$ cat src/rtl/riscv_pkg.sv
// Shared encodings for the multicycle RISC-V control path: opcodes, ALU codes,
// datapath mux selects, immediate formats and the control FSM state type.
package riscv_pkg;

  localparam logic [6:0] OP_LW  = 7'b0000011;
  localparam logic [6:0] OP_SW  = 7'b0100011;
  localparam logic [6:0] OP_R   = 7'b0110011;
  localparam logic [6:0] OP_I   = 7'b0010011;
  localparam logic [6:0] OP_BR  = 7'b1100011;
  localparam logic [6:0] OP_JAL = 7'b1101111;
  localparam logic [6:0] OP_LUI = 7'b0110111;

  localparam logic [2:0] ALU_ADD   = 3'b000;
  localparam logic [2:0] ALU_SHL   = 3'b001;
  localparam logic [2:0] ALU_AND   = 3'b010;
  localparam logic [2:0] ALU_LAND  = 3'b011;
  localparam logic [2:0] ALU_GE    = 3'b100;
  localparam logic [2:0] ALU_PASSB = 3'b101;

  localparam logic [1:0] RES_ALUOUT = 2'b00;
  localparam logic [1:0] RES_MEM    = 2'b01;
  localparam logic [1:0] RES_ALU    = 2'b10;

  localparam logic [1:0] SRCA_PC    = 2'b00;
  localparam logic [1:0] SRCA_OLDPC = 2'b01;
  localparam logic [1:0] SRCA_RS1   = 2'b10;

  localparam logic [1:0] SRCB_RS2  = 2'b00;
  localparam logic [1:0] SRCB_IMM  = 2'b01;
  localparam logic [1:0] SRCB_FOUR = 2'b10;

  localparam logic [2:0] IMM_I = 3'b000;
  localparam logic [2:0] IMM_S = 3'b001;
  localparam logic [2:0] IMM_B = 3'b010;
  localparam logic [2:0] IMM_J = 3'b011;
  localparam logic [2:0] IMM_U = 3'b100;

  typedef enum logic [3:0] {
    S_FETCH    = 4'd0,
    S_DECODE   = 4'd1,
    S_MEMADR   = 4'd2,
    S_MEMREAD  = 4'd3,
    S_MEMWB    = 4'd4,
    S_MEMWRITE = 4'd5,
    S_EXEC_R   = 4'd6,
    S_EXEC_I   = 4'd7,
    S_ALUWB    = 4'd8,
    S_BRANCH   = 4'd9,
    S_JAL      = 4'd10,
    S_LUI      = 4'd11
  } state_e;

  function automatic logic [2:0] imm_src_of(input logic [6:0] op);
    case (op)
      OP_SW:   return IMM_S;
      OP_BR:   return IMM_B;
      OP_JAL:  return IMM_J;
      OP_LUI:  return IMM_U;
      default: return IMM_I;
    endcase
  endfunction

endpackage

$ cat src/rtl/alu_decoder.sv
// funct3 to ALU operation map for R/I-type arithmetic, plus a legality flag
// so DECODE can reject unsupported funct3 values before execution.
module alu_decoder
  import riscv_pkg::*;
(
  input  logic [2:0] funct3,
  output logic [2:0] alu_control,
  output logic       funct3_legal
);

  always_comb begin
    alu_control  = ALU_ADD;
    funct3_legal = 1'b1;
    case (funct3)
      3'b000:  alu_control = ALU_ADD;
      3'b001:  alu_control = ALU_SHL;
      3'b111:  alu_control = ALU_AND;
      3'b110:  alu_control = ALU_LAND;
      3'b101:  alu_control = ALU_GE;
      default: funct3_legal = 1'b0;
    endcase
  end

endmodule

$ cat src/rtl/multicycle_control.sv
// Main control FSM of the multicycle RISC-V datapath: Moore outputs per state,
// with pc_write additionally following the ALU zero flag in BRANCH.
//   state    | meaning
//   FETCH    | read instruction at PC, PC <= PC+4
//   DECODE   | branch target into ALUOut, dispatch on op
//   MEMADR   | rs1 + imm address for lw/sw
//   MEMREAD  | load data from ALUOut address
//   MEMWB    | write load data to rd
//   MEMWRITE | store rs2 to ALUOut address
//   EXEC_R/I | ALU op on rs1 with rs2 / immediate
//   ALUWB    | write ALUOut to rd
//   BRANCH   | compare rs1 >= rs2, redirect PC when taken
//   JAL      | PC <= target, compute old PC + 4
//   LUI      | pass immediate through ALU
module multicycle_control
  import riscv_pkg::*;
(
  input  logic       clk,
  input  logic       reset,
  input  logic [6:0] op,
  input  logic [2:0] funct3,
  input  logic       zero,
  output logic       pc_write,
  output logic       adr_src,
  output logic       mem_write,
  output logic       ir_write,
  output logic       reg_write,
  output logic [1:0] result_src,
  output logic [1:0] alu_src_a,
  output logic [1:0] alu_src_b,
  output logic [2:0] imm_src,
  output logic [2:0] alu_control,
  output logic       illegal_instr
);

  state_e     state_q, state_d;
  logic [2:0] f3_alu;
  logic       f3_legal;
  logic       op_legal;
  logic       pc_write_c, mem_write_c, ir_write_c, reg_write_c, illegal_c;

  alu_decoder u_alu_decoder (
    .funct3      (funct3),
    .alu_control (f3_alu),
    .funct3_legal(f3_legal)
  );

  always_comb begin
    op_legal = 1'b0;
    case (op)
      OP_LW, OP_SW, OP_BR, OP_JAL, OP_LUI: op_legal = 1'b1;
      OP_R, OP_I:                          op_legal = f3_legal;
      default:                             op_legal = 1'b0;
    endcase
  end

  always_ff @(posedge clk or posedge reset) begin
    if (reset) state_q <= S_FETCH;
    else       state_q <= state_d;
  end

  always_comb begin
    state_d = S_FETCH;
    case (state_q)
      S_FETCH:  state_d = S_DECODE;
      S_DECODE: begin
        if (op_legal) begin
          case (op)
            OP_LW, OP_SW: state_d = S_MEMADR;
            OP_R:         state_d = S_EXEC_R;
            OP_I:         state_d = S_EXEC_I;
            OP_BR:        state_d = S_BRANCH;
            OP_JAL:       state_d = S_JAL;
            OP_LUI:       state_d = S_LUI;
            default:      state_d = S_FETCH;
          endcase
        end
      end
      S_MEMADR:  state_d = (op == OP_LW) ? S_MEMREAD : S_MEMWRITE;
      S_MEMREAD: state_d = S_MEMWB;
      S_EXEC_R:  state_d = S_ALUWB;
      S_EXEC_I:  state_d = S_ALUWB;
      S_JAL:     state_d = S_ALUWB;
      S_LUI:     state_d = S_ALUWB;
      default:   state_d = S_FETCH;
    endcase
  end

  always_comb begin
    pc_write_c  = 1'b0;
    mem_write_c = 1'b0;
    ir_write_c  = 1'b0;
    reg_write_c = 1'b0;
    illegal_c   = 1'b0;
    adr_src     = 1'b0;
    result_src  = RES_ALUOUT;
    alu_src_a   = SRCA_PC;
    alu_src_b   = SRCB_RS2;
    alu_control = ALU_ADD;
    imm_src     = imm_src_of(op);
    case (state_q)
      S_FETCH: begin
        ir_write_c = 1'b1;
        pc_write_c = 1'b1;
        alu_src_b  = SRCB_FOUR;
        result_src = RES_ALU;
      end
      S_DECODE: begin
        alu_src_a = SRCA_OLDPC;
        alu_src_b = SRCB_IMM;
        illegal_c = ~op_legal;
      end
      S_MEMADR: begin
        alu_src_a = SRCA_RS1;
        alu_src_b = SRCB_IMM;
      end
      S_MEMREAD: adr_src = 1'b1;
      S_MEMWB: begin
        result_src  = RES_MEM;
        reg_write_c = 1'b1;
      end
      S_MEMWRITE: begin
        adr_src     = 1'b1;
        mem_write_c = 1'b1;
      end
      S_EXEC_R: begin
        alu_src_a   = SRCA_RS1;
        alu_control = f3_alu;
      end
      S_EXEC_I: begin
        alu_src_a   = SRCA_RS1;
        alu_src_b   = SRCB_IMM;
        alu_control = f3_alu;
      end
      S_ALUWB: reg_write_c = 1'b1;
      S_BRANCH: begin
        alu_src_a   = SRCA_RS1;
        alu_control = ALU_GE;
        pc_write_c  = ~zero;
      end
      S_JAL: begin
        alu_src_a  = SRCA_OLDPC;
        alu_src_b  = SRCB_FOUR;
        pc_write_c = 1'b1;
      end
      S_LUI: begin
        alu_src_b   = SRCB_IMM;
        alu_control = ALU_PASSB;
      end
      default: ;
    endcase
  end

  // Reset kills every write enable in the same cycle it rises.
  assign pc_write      = pc_write_c  & ~reset;
  assign mem_write     = mem_write_c & ~reset;
  assign ir_write      = ir_write_c  & ~reset;
  assign reg_write     = reg_write_c & ~reset;
  assign illegal_instr = illegal_c   & ~reset;

endmodule

$ cat config.mk
export PLATFORM = sky130hd
export DESIGN_NAME = multicycle_control
export DESIGN_NICKNAME = d
export VERILOG_FILES = /design/src/rtl/riscv_pkg.sv /design/src/rtl/alu_decoder.sv /design/src/rtl/multicycle_control.sv
export SDC_FILE = /design/constraint.sdc
export NUM_CORES = 1
export LEC_CHECK = 0
export ABC_AREA = 1
export BUFFER_PORTS_ARGS = -buffer_cell sky130_fd_sc_hd__buf_2
export CORE_MARGIN = 4
export CORE_UTILIZATION = 44
export DETAILED_ROUTE_END_ITERATION = 8
export HOLD_SLACK_MARGIN = 0.12
export PLACE_DENSITY = 0.84
export SLEW_MARGIN = 10
export SYNTH_ARGS = -nofsm -noshare
export SYNTH_HDL_FRONTEND = slang
export SYNTH_SLANG_ARGS = --single-unit
$ cat constraint.sdc
create_clock -name clk -period 1.4 [get_ports clk]
set_input_delay 0.07 -clock clk [delete_from_list [all_inputs] [get_ports clk]]
set_output_delay 0.07 -clock clk [all_outputs]
set_load 0.005 [all_outputs]
==> results.sh <==
export IMPL_worst_slew_pin_slew_ps=244.1
export IMPL_die_w_um=44.91
export IMPL_worst_path_largest_cell_delay_ps=450
export IMPL_setup_tns_final_ps=-108.1
export IMPL_crit_path_top_delay_cell="dfrtp_2"
export IMPL_grt_pass1_wl_um=2808
export IMPL_dp_cells=146
export IMPL_routedWlPerCell_um=12.33
export IMPL_drive_gt1_frac=0.5634
export IMPL_gp_congestion=0.9156
export IMPL_routed_via_density=5.096
export IMPL_diodes=0
export IMPL_critPathArrivalTime_ps=1370
export IMPL_setup_ws_ps=-40.10
export IMPL_finalCritPeriodShare=1.029
export IMPL_top_regs="state_q: 4 flops"
export IMPL_start_util=0.4664
export IMPL_syn_inst=102
export IMPL_synth_area_leaders="dfrtp_1 (17%), nand2_1 (14%), inv_1 (9.4%), nor2_1 (8.1%), nand3_1 (7.5%)"
export IMPL_nFillCells=120
export IMPL_fin_area_um2=910.9
export IMPL_most_common_layout_cells="buf_2 (30), nand2_1 (21), inv_2 (14)"
export IMPL_worstPathRequired_ps=1330
export IMPL_drt_first_pass_iters=4
export IMPL_syn2layout_area_growth_pct=51.98
export IMPL_port_buffers=30
export IMPL_p_comb_frac=0.531
export IMPL_wl_um=1936
export IMPL_end_kind="output port"
export IMPL_cts_buffers=3
export IMPL_ant_nets=0
export IMPL_clk_latency_ps=240
export IMPL_row_count=13
export IMPL_maxCapViolCount=0
export IMPL_syn_nets=115
export IMPL_crit_type="reg -> out"
export IMPL_stdcell_count=157
export IMPL_cp_cell_sequence="nor2_4 > inv_4 > nor2_4 > inv_2 > nor3_2 > buf_2"
export IMPL_synth_top_cell_area_share=0.1670
export IMPL_final_setup_skew_ps=1.466
export IMPL_track_usage=0.1882
export IMPL_placed_cell_area_um2=763.2
export IMPL_min_period_ps=1440
export IMPL_swShare=0.4285
export IMPL_holdCritPathClass="in -> reg"
export IMPL_status="finished, violations left"
export IMPL_p_sw_uw=277.5
export IMPL_finalSetupViolCount=4
export IMPL_overflow=0
export IMPL_startpoint_type="flop"
export IMPL_clock_path_buffers=2
export IMPL_relSlewSlack=0.8367
export IMPL_cts_tree="yes"
export IMPL_clkPwrFrac=0.223
export IMPL_drc_errors=0
export IMPL_clk_pin_slew_ps=30
export IMPL_post_dp_hpwl_um=1426
export IMPL_largest_register="state_q"
export IMPL_synth_warnings=0
export IMPL_drv_slew=0
export IMPL_nNetsFinal=157
export IMPL_vias=800
export IMPL_worstPathMaxFanout=4
export IMPL_cpMostUsedCell="nor2_4"
export IMPL_antenna_found_initial=0
export IMPL_p_seq_frac=0.246
export IMPL_clkSinkCount=4
export IMPL_die_area_mm2=0.002016
export IMPL_ys_seq_area_frac=0.1670
export IMPL_timing_fmax_mhz=694.4
export IMPL_final_common_cell="buf_2"
export IMPL_grt_pass1_vias=695
export IMPL_synthesis_area_um2=599.3
export IMPL_rsz0062_at_grt="true"
export IMPL_seq_area_um2=103.9
export IMPL_syn_area_per_cell_um2=5.876
export IMPL_largest_reg_flops=4
export IMPL_ctsRootBufferMaster="clkbuf_4"
export IMPL_p_int_uw=370.0
export IMPL_ys_types=24
export IMPL_power_leakage_uw=0.0005171
export IMPL_coreArea_mm2=0.001285
export IMPL_htreeDepth=1
export IMPL_grt_max_degree=9
export IMPL_peakVddDrop_uv=368.5
export IMPL_drt_iter0_drc=4
export IMPL_hold_slack_ps=169.7
export IMPL_yosysTopAreaCell="dfrtp_1"
export IMPL_synth_seq_cells=4
export IMPL_die_y_um=44.91
export IMPL_hold_viol_final=0
export IMPL_multi_input_area_um2=467.9
export IMPL_dp_slack_ps=105.5
export IMPL_powerDensity_mw_per_mm2=710.8
export IMPL_pin_count=31
export IMPL_violations="setup timing"
==> logic make-up after synthesis <==
kind of cell,synth area share
buffers and inverters,0.1461
and+or+nand+nor,0.5156
AOI/OAI and AO/OA,0.1712
DFF,0.1670
==> power by group through the flow <==
stage	clock, uW	combinational (uW)	sequential [uW]
6_report	145	344	159
5_1_grt	154	387	162
4_1_cts	147	323	158
3_5_place_dp	0	306	154
3_3_place_gp	0	299	154
2_1_floorplan	0	183	148
==> repair_timing <==
action                                  in CTS  in global routing
pin swaps                                    2                  5
endpoints found under the hold margin        4                  0
buffers inserted                             2                  5
gates resized for setup                     10                 18
hold buffers                                 1                  0
endpoints found under the setup margin       6                  9
==> Yosys cell counts <==
| library cell | instances |
|---|---|
| a211oi_2 | 1 |
| o21ai_0 | 3 |
| o211ai_1 | 2 |
| dfrtp_1 | 4 |
| nor2_2 | 2 |
| nand2_1 | 23 |
| nand3_2 | 2 |
| nand3_1 | 9 |
| o31ai_1 | 1 |
| nand3_4 | 1 |
| nor3_2 | 1 |
| buf_2 | 1 |
| nand2_2 | 3 |
| a21oi_1 | 2 |
| o21bai_4 | 1 |
| o22ai_1 | 1 |
| o21ai_1 | 2 |
| inv_2 | 7 |
| nor2_4 | 2 |
| inv_1 | 15 |
| nor2_1 | 13 |
| nor3_1 | 3 |
| o21bai_1 | 1 |
| nand4_1 | 2 |
==> final timing paths <==
path | start | to | slack, ps | cells past startpoint
worst max-delay path | state_q[3] | illegal_instr | -40 | 6
worst min-delay path | op[6] | state_q[2] | 170 | 3
worst max register to register | state_q[3] | state_q[2] | 180 | 6
worst min register to register | state_q[0] | state_q[0] | 680 | 3
max in group asynchronous | reset | state_q[3] | 980 | 3
min in group asynchronous | reset | state_q[1] | 290 | 3
==> cell type report <==
cell class,count,area share
clock buffers,3,0.02473
inverters,22,0.09341
multi-input cells,75,0.5137
flip-flops and latches,4,0.1140
well taps,15,0.02060
repair buffers,38,0.2335
==> layer usage <==
layer  track usage  wire length (um)  vias up
met5             0                 0        -
met4       0.09942                19        0
met3       0.02390               112        3
met2        0.3496              1071       32
met1        0.2044               733      357
li1              -                 -      408
==> critical path, delay by kind of cell, from the launching register on <==
family	cells	cell delay (ps)
flip-flops	1	450
AND/OR/NAND/NOR	3	430
buffers and inverters	3	260
==> through the flow <==
step | power [uW] | utilization
2_1_floorplan | 331.0 | -
3_3_place_gp | 452.9 | 0.5940
3_5_place_dp | 460.2 | 0.5940
4_1_cts | 628.3 | 0.6446
5_1_grt | 703.2 | 0.7089
6_report | 647.5 | 0.7089
(Power assumes the default switching activity.)
